**src/rtl/wb_ntp_defs.sv**
```systemverilog
// wb_ntp_defs: state encodings and address-map constants shared by the NTP master and slave
package wb_ntp_defs;
    typedef enum logic [2:0] {IDLE, LO, GAP, HI, RSP} state_t;
    localparam int NTP_IDX_W = 3;
    localparam int WB_ADR_W  = 6;
    localparam int HALF_BIT  = 2;
    function automatic logic [WB_ADR_W-1:0] wb_addr(input logic [NTP_IDX_W-1:0] idx, input logic half);
        return {idx, half, 2'b00};
    endfunction
endpackage

```
**src/rtl/wb_ack_timeout.sv**
```systemverilog
// wb_ack_timeout: counts strobe cycles without ack and flags the last allowed cycle
module wb_ack_timeout #(
    parameter int LIMIT = 255,
    parameter int TW    = 16
) (
    input  logic i_clk,
    input  logic i_rst,
    input  logic i_clr,
    input  logic i_en,
    output logic o_expired
);
    logic [TW-1:0] cnt;
    // count waiting cycles, restarting whenever the strobe is low
    always_ff @(posedge i_clk or posedge i_rst)
        if (i_rst) cnt <= '0;
        else if (i_clr) cnt <= '0;
        else if (i_en) cnt <= cnt + 1'b1;
    // high in the cycle whose missing ack would make LIMIT unanswered strobe cycles
    assign o_expired = cnt == TW'(LIMIT - 1);
endmodule

```
**src/rtl/wb_ntp_master.sv**
```systemverilog
// wb_ntp_master: splits 64-bit register commands into two 32-bit Wishbone classic transactions
module wb_ntp_master
    import wb_ntp_defs::*;
#(
    parameter int TIMEOUT_CYCLES = 255,
    parameter int TW             = 16
) (
    input  logic                i_clk,
    input  logic                i_rst,
    input  logic                i_cmd_valid,
    output logic                o_cmd_ready,
    input  logic                i_cmd_we,
    input  logic [NTP_IDX_W-1:0] i_cmd_idx,
    input  logic [63:0]         i_cmd_wdata,
    input  logic [7:0]          i_cmd_sel,
    output logic                o_rsp_valid,
    input  logic                i_rsp_ready,
    output logic [63:0]         o_rsp_rdata,
    output logic                o_rsp_err,
    output logic [WB_ADR_W-1:0] o_wb_adr,
    output logic [31:0]         o_wb_dat,
    output logic [3:0]          o_wb_sel,
    output logic                o_wb_we,
    output logic                o_wb_cyc,
    output logic                o_wb_stb,
    input  logic                i_wb_ack,
    input  logic [31:0]         i_wb_rdt
);
    state_t state, state_n;
    logic                 rdy_q, we_q, err_q, expired, accept, hi_half;
    logic [NTP_IDX_W-1:0] idx_q;
    logic [63:0]          wdata_q, rdata_q;
    logic [7:0]           sel_q;

    wb_ack_timeout #(.LIMIT(TIMEOUT_CYCLES), .TW(TW)) u_tmo (
        .i_clk(i_clk), .i_rst(i_rst), .i_clr(!o_wb_stb),
        .i_en(o_wb_stb && !i_wb_ack), .o_expired(expired)
    );

    assign accept  = i_cmd_valid && o_cmd_ready;
    assign hi_half = state == HI;

    // next state and bus/handshake strobes; an ack always beats an expiring timeout
    always_comb begin
        state_n     = state;
        o_cmd_ready = 1'b0;
        o_wb_cyc    = 1'b0;
        o_wb_stb    = 1'b0;
        o_rsp_valid = 1'b0;
        case (state)
            IDLE: begin
                o_cmd_ready = rdy_q;
                if (i_cmd_valid && rdy_q)
                    state_n = !i_cmd_we ? LO : i_cmd_sel == 8'h00 ? RSP : i_cmd_sel[3:0] == 4'h0 ? HI : LO;
            end
            LO: begin
                o_wb_cyc = 1'b1;
                o_wb_stb = 1'b1;
                if (i_wb_ack) state_n = (we_q && sel_q[7:4] == 4'h0) ? RSP : GAP;
                else if (expired) state_n = RSP;
            end
            GAP: begin
                o_wb_cyc = 1'b1;
                state_n  = HI;
            end
            HI: begin
                o_wb_cyc = 1'b1;
                o_wb_stb = 1'b1;
                if (i_wb_ack || expired) state_n = RSP;
            end
            RSP: begin
                o_rsp_valid = 1'b1;
                if (i_rsp_ready) state_n = IDLE;
            end
            default: state_n = IDLE;
        endcase
    end

    assign o_wb_adr    = wb_addr(idx_q, hi_half);
    assign o_wb_dat    = o_wb_stb ? (hi_half ? wdata_q[63:32] : wdata_q[31:0]) : 32'h0;
    assign o_wb_sel    = !o_wb_stb ? 4'h0 : !we_q ? 4'hF : hi_half ? sel_q[7:4] : sel_q[3:0];
    assign o_wb_we     = o_wb_stb && we_q;
    assign o_rsp_rdata = rdata_q;
    assign o_rsp_err   = err_q;

    // state, latched command and response capture; ready is held off until the first clock after reset
    always_ff @(posedge i_clk or posedge i_rst)
        if (i_rst) begin
            state   <= IDLE;
            rdy_q   <= 1'b0;
            we_q    <= 1'b0;
            idx_q   <= '0;
            wdata_q <= '0;
            sel_q   <= '0;
            rdata_q <= '0;
            err_q   <= 1'b0;
        end else begin
            state <= state_n;
            rdy_q <= 1'b1;
            if (accept) begin
                we_q    <= i_cmd_we;
                idx_q   <= i_cmd_idx;
                wdata_q <= i_cmd_wdata;
                sel_q   <= i_cmd_sel;
                rdata_q <= '0;
                err_q   <= 1'b0;
            end else if (o_wb_stb && i_wb_ack) begin
                if (!we_q && hi_half) rdata_q[63:32] <= i_wb_rdt;
                if (!we_q && !hi_half) rdata_q[31:0] <= i_wb_rdt;
            end else if (o_wb_stb && expired) begin
                rdata_q <= '0;
                err_q   <= 1'b1;
            end
        end
endmodule

```
**config.mk**
```make
export PLATFORM = sky130hd
export DESIGN_NAME = wb_ntp_master
export DESIGN_NICKNAME = d
export VERILOG_FILES = /design/src/rtl/wb_ntp_defs.sv /design/src/rtl/wb_ack_timeout.sv /design/src/rtl/wb_ntp_master.sv
export SDC_FILE = /design/constraint.sdc
export NUM_CORES = 1
export LEC_CHECK = 0
export ABC_CLOCK_PERIOD_IN_PS = 10800
export BUFFER_PORTS_ARGS = -buffer_cell sky130_fd_sc_hd__buf_2
export CELL_PAD_IN_SITES_DETAIL_PLACEMENT = 1
export CELL_PAD_IN_SITES_GLOBAL_PLACEMENT = 2
export CORE_ASPECT_RATIO = 1.4
export CORE_MARGIN = 1
export CORE_UTILIZATION = 35
export DETAILED_ROUTE_END_ITERATION = 10
export PLACE_DENSITY = 0.9
export SKIP_LAST_GASP = 1
export SLEW_MARGIN = 20
export SYNTH_ARGS = -nofsm -noshare
export SYNTH_HDL_FRONTEND = slang
export SYNTH_SLANG_ARGS = --single-unit
```
**constraint.sdc**
```tcl
create_clock -name i_clk -period 10.8 [get_ports i_clk]
set_input_delay 1.08 -clock i_clk [delete_from_list [all_inputs] [get_ports i_clk]]
set_output_delay 1.08 -clock i_clk [all_outputs]
set_load 0.02 [all_outputs]
```
# --- Word-level counts from Yosys, hierarchy flattened ---
# Index checks and enable logic that the tools add are counted.
word_totals:
  register_bits: 161
  out_inout_bits: 112
  input_bits: 113
classes:
  n_mux: 29
  eq_ne: 13
  n_addsub: 1
  reduce_logical: 25
op_table:
  columns: ["operator", "count"]
  rows:
  - ["$mux 64", 3]
  - ["$mux 32", 4]
  - ["$mux 16", 2]
  - ["$mux 3", 8]
  - ["$add 16x1->16 const B", 1]
  - ["$eq 16x8->1 const B", 1]
  - ["$pmux 3 s5", 1]
  - ["$mux 4", 3]
  - ["$logic_and 1x1->1", 9]
  - ["$logic_not 4->1", 2]
  - ["$logic_not 8->1", 1]
  - ["$mux 1", 7]
  - ["$eq 3x2->1 const B", 2]
  - ["$ne 2x2->1 const B", 3]
  - ["$ne 3x2->1 const B", 2]
  - ["$reduce_and 2->1", 3]
  - ["$ne 2x1->1 const B", 2]
  - ["$reduce_and 4->1", 1]
  - ["$eq 3x1->1 const B", 1]
  - ["$eq 3x3->1 const B", 1]
  - ["$logic_not 1->1", 3]
  - ["$logic_not 3->1", 1]
  - ["$ne 3x3->1 const B", 1]
  - ["$reduce_bool 3->1", 1]
  - ["other kinds (5)", 5]

# --- Depth between registers and ports, before layout ---
logic_depth:
  word_depth: 7
  ltp_mapped: 8
  ltp_nobuf: 6

# --- By module ---
# From an unflattened synthesis, not the netlist that was laid out.
hier_totals:
  cells_unflattened: 557
  area_unflattened_um2: 7285.7
by_module_without_submodules:
  columns: ["module", "area_each_um2", "instances", "cells_each", "seq_area_each_um2"]
  rows:
  - ["wb_ntp_master", 6351.1, 1, 466, 3628.5]
  - ["wb_ack_timeout", 934.6, 1, 91, 400.4]

# --- Worst setup path before layout ---
# No wires, ideal clock.
synth_path:
  kind: "reg2out"
  start: "register state[1]"
  end: "output port o_wb_dat[10]"
  path_slack_ps: 8043
  path_stages_with_launch: 6
  required_time_ps: 9720
  t_arrival_ps: 1677
  n_path_buf: 3
  cell_sequence: "dfrtp_1 > clkbuf_1 > buf_1 > buf_2 > mux2i_1 > nor2_1"
synth_between:
  elab_chain_cells: 4
  elab_cells_between_ends: 6
synth_rtl:
  columns: ["element", "line", "text"]
  rows:
  - ["from (decl)", "wb_ntp_master.sv:29", "state_t state, state_n;"]
  - ["from (signal assigned)", "wb_ntp_master.sv:98", "state <= state_n;"]
  - ["$eq 3x2->1 or $eq 3x1->1 (tied branches)", "wb_ntp_master.sv:41, wb_ntp_master.sv:50", null]
  - ["$reduce_or 2->1 (no source line)", null, null]
  - ["$mux 1", "wb_ntp_master.sv:50", "case (state)"]
  - ["$mux 32 (*)", "wb_ntp_master.sv:80", "assign o_wb_dat = o_wb_stb ? (hi_half ? wdata_q[63:32] : wdata_q[31:0]) : 32'h0;"]
  - ["to (decl)", "wb_ntp_master.sv:21", "output logic [31:0] o_wb_dat,"]
# Mark *: on every way between the ends. The rest lies on a longest branch, timed or not.

# --- Worst setup path after layout ---
layout_path:
  start: "register state[0]"
  end: "output port o_wb_stb"
layout_between:
  elab_chain_cells: 3
  elab_cells_between_ends: 4
layout_rtl:
  columns: ["element", "line", "text"]
  rows:
  - ["$eq 3x2->1 or $eq 3x1->1 (tied branches)", "wb_ntp_master.sv:50", null]
  - ["$reduce_or 2->1 (no source line) (*)", null, null]
  - ["$mux 1 (*)", "wb_ntp_master.sv:50", null]
  - ["to (decl)", "wb_ntp_master.sv:25", "output logic o_wb_stb,"]
# Marks and branches as above.

==> impl_results.md <==
- Antenna violations before repair: 2
- Hold Fails Final Rpt: 0
- Post-layout minimum cycle time: 3.496 ns
- CTS root buffer: clkbuf_16
- Ys Warns: 0
- Hold Path Cell Cnt: 1
- Clock Skew: 0.008848 ns
- Sequential cell fraction of total power: 0.356
- Maximum vdd drop: 0.0001462 V
- Leakage: 0.004649 uW
- Most used cell, CP: buf_4
- Synth area leader: dfrtp_1
- Total CTS buffers: 17
- Period Utilization, post-route: 0.3237
- Setup TNS: 0 ns
- Clk network pwr share: 0.193
- Placer Congestion: 0.7582
- Register area share after synthesis: 0.4855
- WS Path Type: flip-flop to output port
- Die Y: 184.2 um
- Fmax: 286.0 MHz
- Sw frac: 0.4324
- Clk buf depth: 2
- Htree depth: 4
- Iteration-0 DRC Markers: 305
- Endpoints failing setup: 0
- Post-route cell area: 10140 um2
- Unrepaired setup endpoints after global routing: no
- Layout cells sized above 1: 0.3845
- Tightest Pin Transition: 1.010 ns
- Ys flop type: dfrtp_1
- Max-slew violations: 0
- Most common cell after layout, fill and taps aside: buf_2
- Post-DP Area: 9574 um2
- Crit path capture type: output port
- Ys async rst share: 1.000
- Flip-flop and latch count after synthesis: 161
- Wirelength per Cell: 19.67 um
- Worst Hold Slack: 0.5045 ns
- Total routed wirelength: 25.26 mm
- Number of synthesized flops with an enable pin: 0
- Critical path's largest stage delay: 0.60 ns
- Top cells by area, synth: dfrtp_1 (49%), mux2_2 (10%), o211ai_1 (9.8%)
- Share of the synthesized area in the top cell type: 0.4855
- Input/output buffers: 222
- Crit-path cells: nand2b_2, buf_4, inv_1, buf_4, buf_2
- Synth unique cells: 47
- Commonest non-fill, non-tap cells in the layout: buf_2 (222), dfrtp_1 (160), o211ai_1 (108), mux2_2 (76), nand3_1 (68)
- Hold-fix buffers, CTS: 0
- HPWL after DPL: 16.45 mm
- Core Util, Final: 0.4355
- Clk sinks: 161
- Initial core utilization: 0.3563
- # resized after CTS: 0
- Hold Path End: wdata_q[40]
- Worst-path clk slew: 0.07 ns
- Skew-Pair Late Insertion Delay: 0.43 ns
- Power density over the cells: 300.1 nW/um2
- Post-CTS Setup Bufs: 0
- First-pass GRT wire length: 40.88 mm
- Syn_area_per_cell: 10.50 um2
- Worst Reg-to-Reg Cells: 6
- CTS tree: built
- Hold path start: wdata_q[40]
- Die X: 132.1 um
- Status: complete, no violations
- Area Growth Syn to Fin: 22.23%
- Global-route usage over all layers: 0.2137
- Post-Syn Area: 8298 um2
- Hold Crit Class: flip-flop to flip-flop
- Comb pwr share: 0.451
- First drt pass iteration count: 4
- Max Cap Violations: 0
- Critical Path Fanout Max: 48
- Core Box Area: 23290 um2
- Vias post-DR: 7034
- Setup crit start kind: flip-flop
- Max_slew headroom: 0.3247
- CP required: 9.72 ns
- Syn Inst Count: 790
- Worst path arrival time: 2.42 ns
- # IOs: 225
- Total gr overflow: 0
- ANT cells: 0
- Nets: 1080
- Slowest CP cell: dfrtp_1
- Sw Pwr: 1316 uW
- Die ar.: 24340 um2
- Internal: 1728 uW
- Vias in the first global route: 7398
- R2R setup slack: 7.61 ns
- Detail Route Antenna Nets: 0
- Rows: 66
- Largest net degree at the start of global routing: 77
- Worst reg2reg startpoint: state[1]
- Drt drc: 0
- Reg2reg end: o_rsp_rdata[53]
- Vias per inst: 5.478
critical path, delay by kind of cell (launching register included):
family / cells / cell delay (ns)
and+or+nand+nor: 1 / 0.26
buffers and inverters: 4 / 1.05
DFF: 1 / 0.60
per-stage QoR:
stage	cells	setup slack (ns)	power (uW)
global placement	1252	7.285	2424
finish	1284	7.304	3043
CTS	1284	7.284	3086
detailed placement	1252	7.221	2483
global route	1284	7.163	3242
floorplan	791	5.372	1994
sequential cells by signal, indices dropped and copies added, names as in the netlist:
name         flops
idx_q            3
we_q             1
rdy_q            1
sel_q            8
state            3
wdata_q         64
u_tmo.cnt       16
o_rsp_rdata     64
o_rsp_err        1
power groups by stage:
stage | logic [uW] | clock network [uW] | registers [uW]
after CTS | 1400 | 602 | 1090
after global placement | 1340 | 0 | 1080
after detailed placement | 1390 | 0 | 1100
after global routing | 1500 | 624 | 1120
after floorplan | 809 | 0 | 1180
final | 1370 | 587 | 1080
cell usage after synthesis, types with 2 or more instances:
| master | number |
|---|---|
| ha_1 | 2 |
| nand2b_1 | 3 |
| a21oi_1 | 10 |
| a21o_1 | 2 |
| buf_4 | 3 |
| clkbuf_1 | 56 |
| o21a_1 | 2 |
| conb_1 | 2 |
| or4_1 | 3 |
| or3_1 | 4 |
| nand3_1 | 68 |
| nor2_1 | 53 |
| mux2i_1 | 36 |
| xnor2_1 | 5 |
| xor2_1 | 6 |
| o211ai_2 | 20 |
| nor4_1 | 3 |
| mux2_2 | 76 |
| nor3_1 | 2 |
| nand4_1 | 3 |
| buf_2 | 13 |
| buf_1 | 3 |
| inv_1 | 39 |
| buf_6 | 6 |
| and2_1 | 4 |
| and3_1 | 35 |
| a31oi_1 | 2 |
| o21ai_0 | 36 |
| o211ai_1 | 108 |
| nand2_1 | 8 |
| dfrtp_1 | 161 |
worst max path at each step:
stage                     slack, ns         endpoint  startpoint  cells after the start
after floorplan                5.37         idx_q[0]       i_rst                      1
after global placement         7.28  o_rsp_rdata[56]    i_wb_ack                      6
after detailed placement       7.22  o_rsp_rdata[55]    i_wb_ack                      6
after CTS                      7.28         o_wb_stb    state[0]                      5
after global routing           7.16         o_wb_stb    state[0]                      5
final                          7.30         o_wb_stb    state[0]                      5
area by class of cell:
cell class | instances | area [um2]
clock buffers | 20 | 466.7
well taps | 306 | 382.9
flip-flops and latches | 161 | 4030
repair buffers | 236 | 1216
fillers | 2666 | 13150
inverters | 39 | 151.4
clock inverters | 12 | 101.3
multi-input cells | 510 | 3794
per-layer routing:
metal	vias to the layer above	share of wire	global-route usage
met1	3538	0.41	0.2566
met2	227	0.50	0.3659
met5	-	0.0011	0
met4	4	0.019	0.07163
met3	39	0.066	0.06133
li1	3226	-	-
cell families after synthesis:
logic type / after synthesis / share of synthesized area
buffers and inverters: 120 / 0.06303
other: 2 / 0.0009050
multiplexers: 112 / 0.1466
AND/OR/NAND/NOR: 195 / 0.1215
AO/OA/AOI/OAI: 187 / 0.1678
XOR/XNOR: 11 / 0.01161
adder cells (fa/ha/maj): 2 / 0.003015
flip-flops: 161 / 0.4855
No activity file was read; power rests on OpenSTA's default activity.
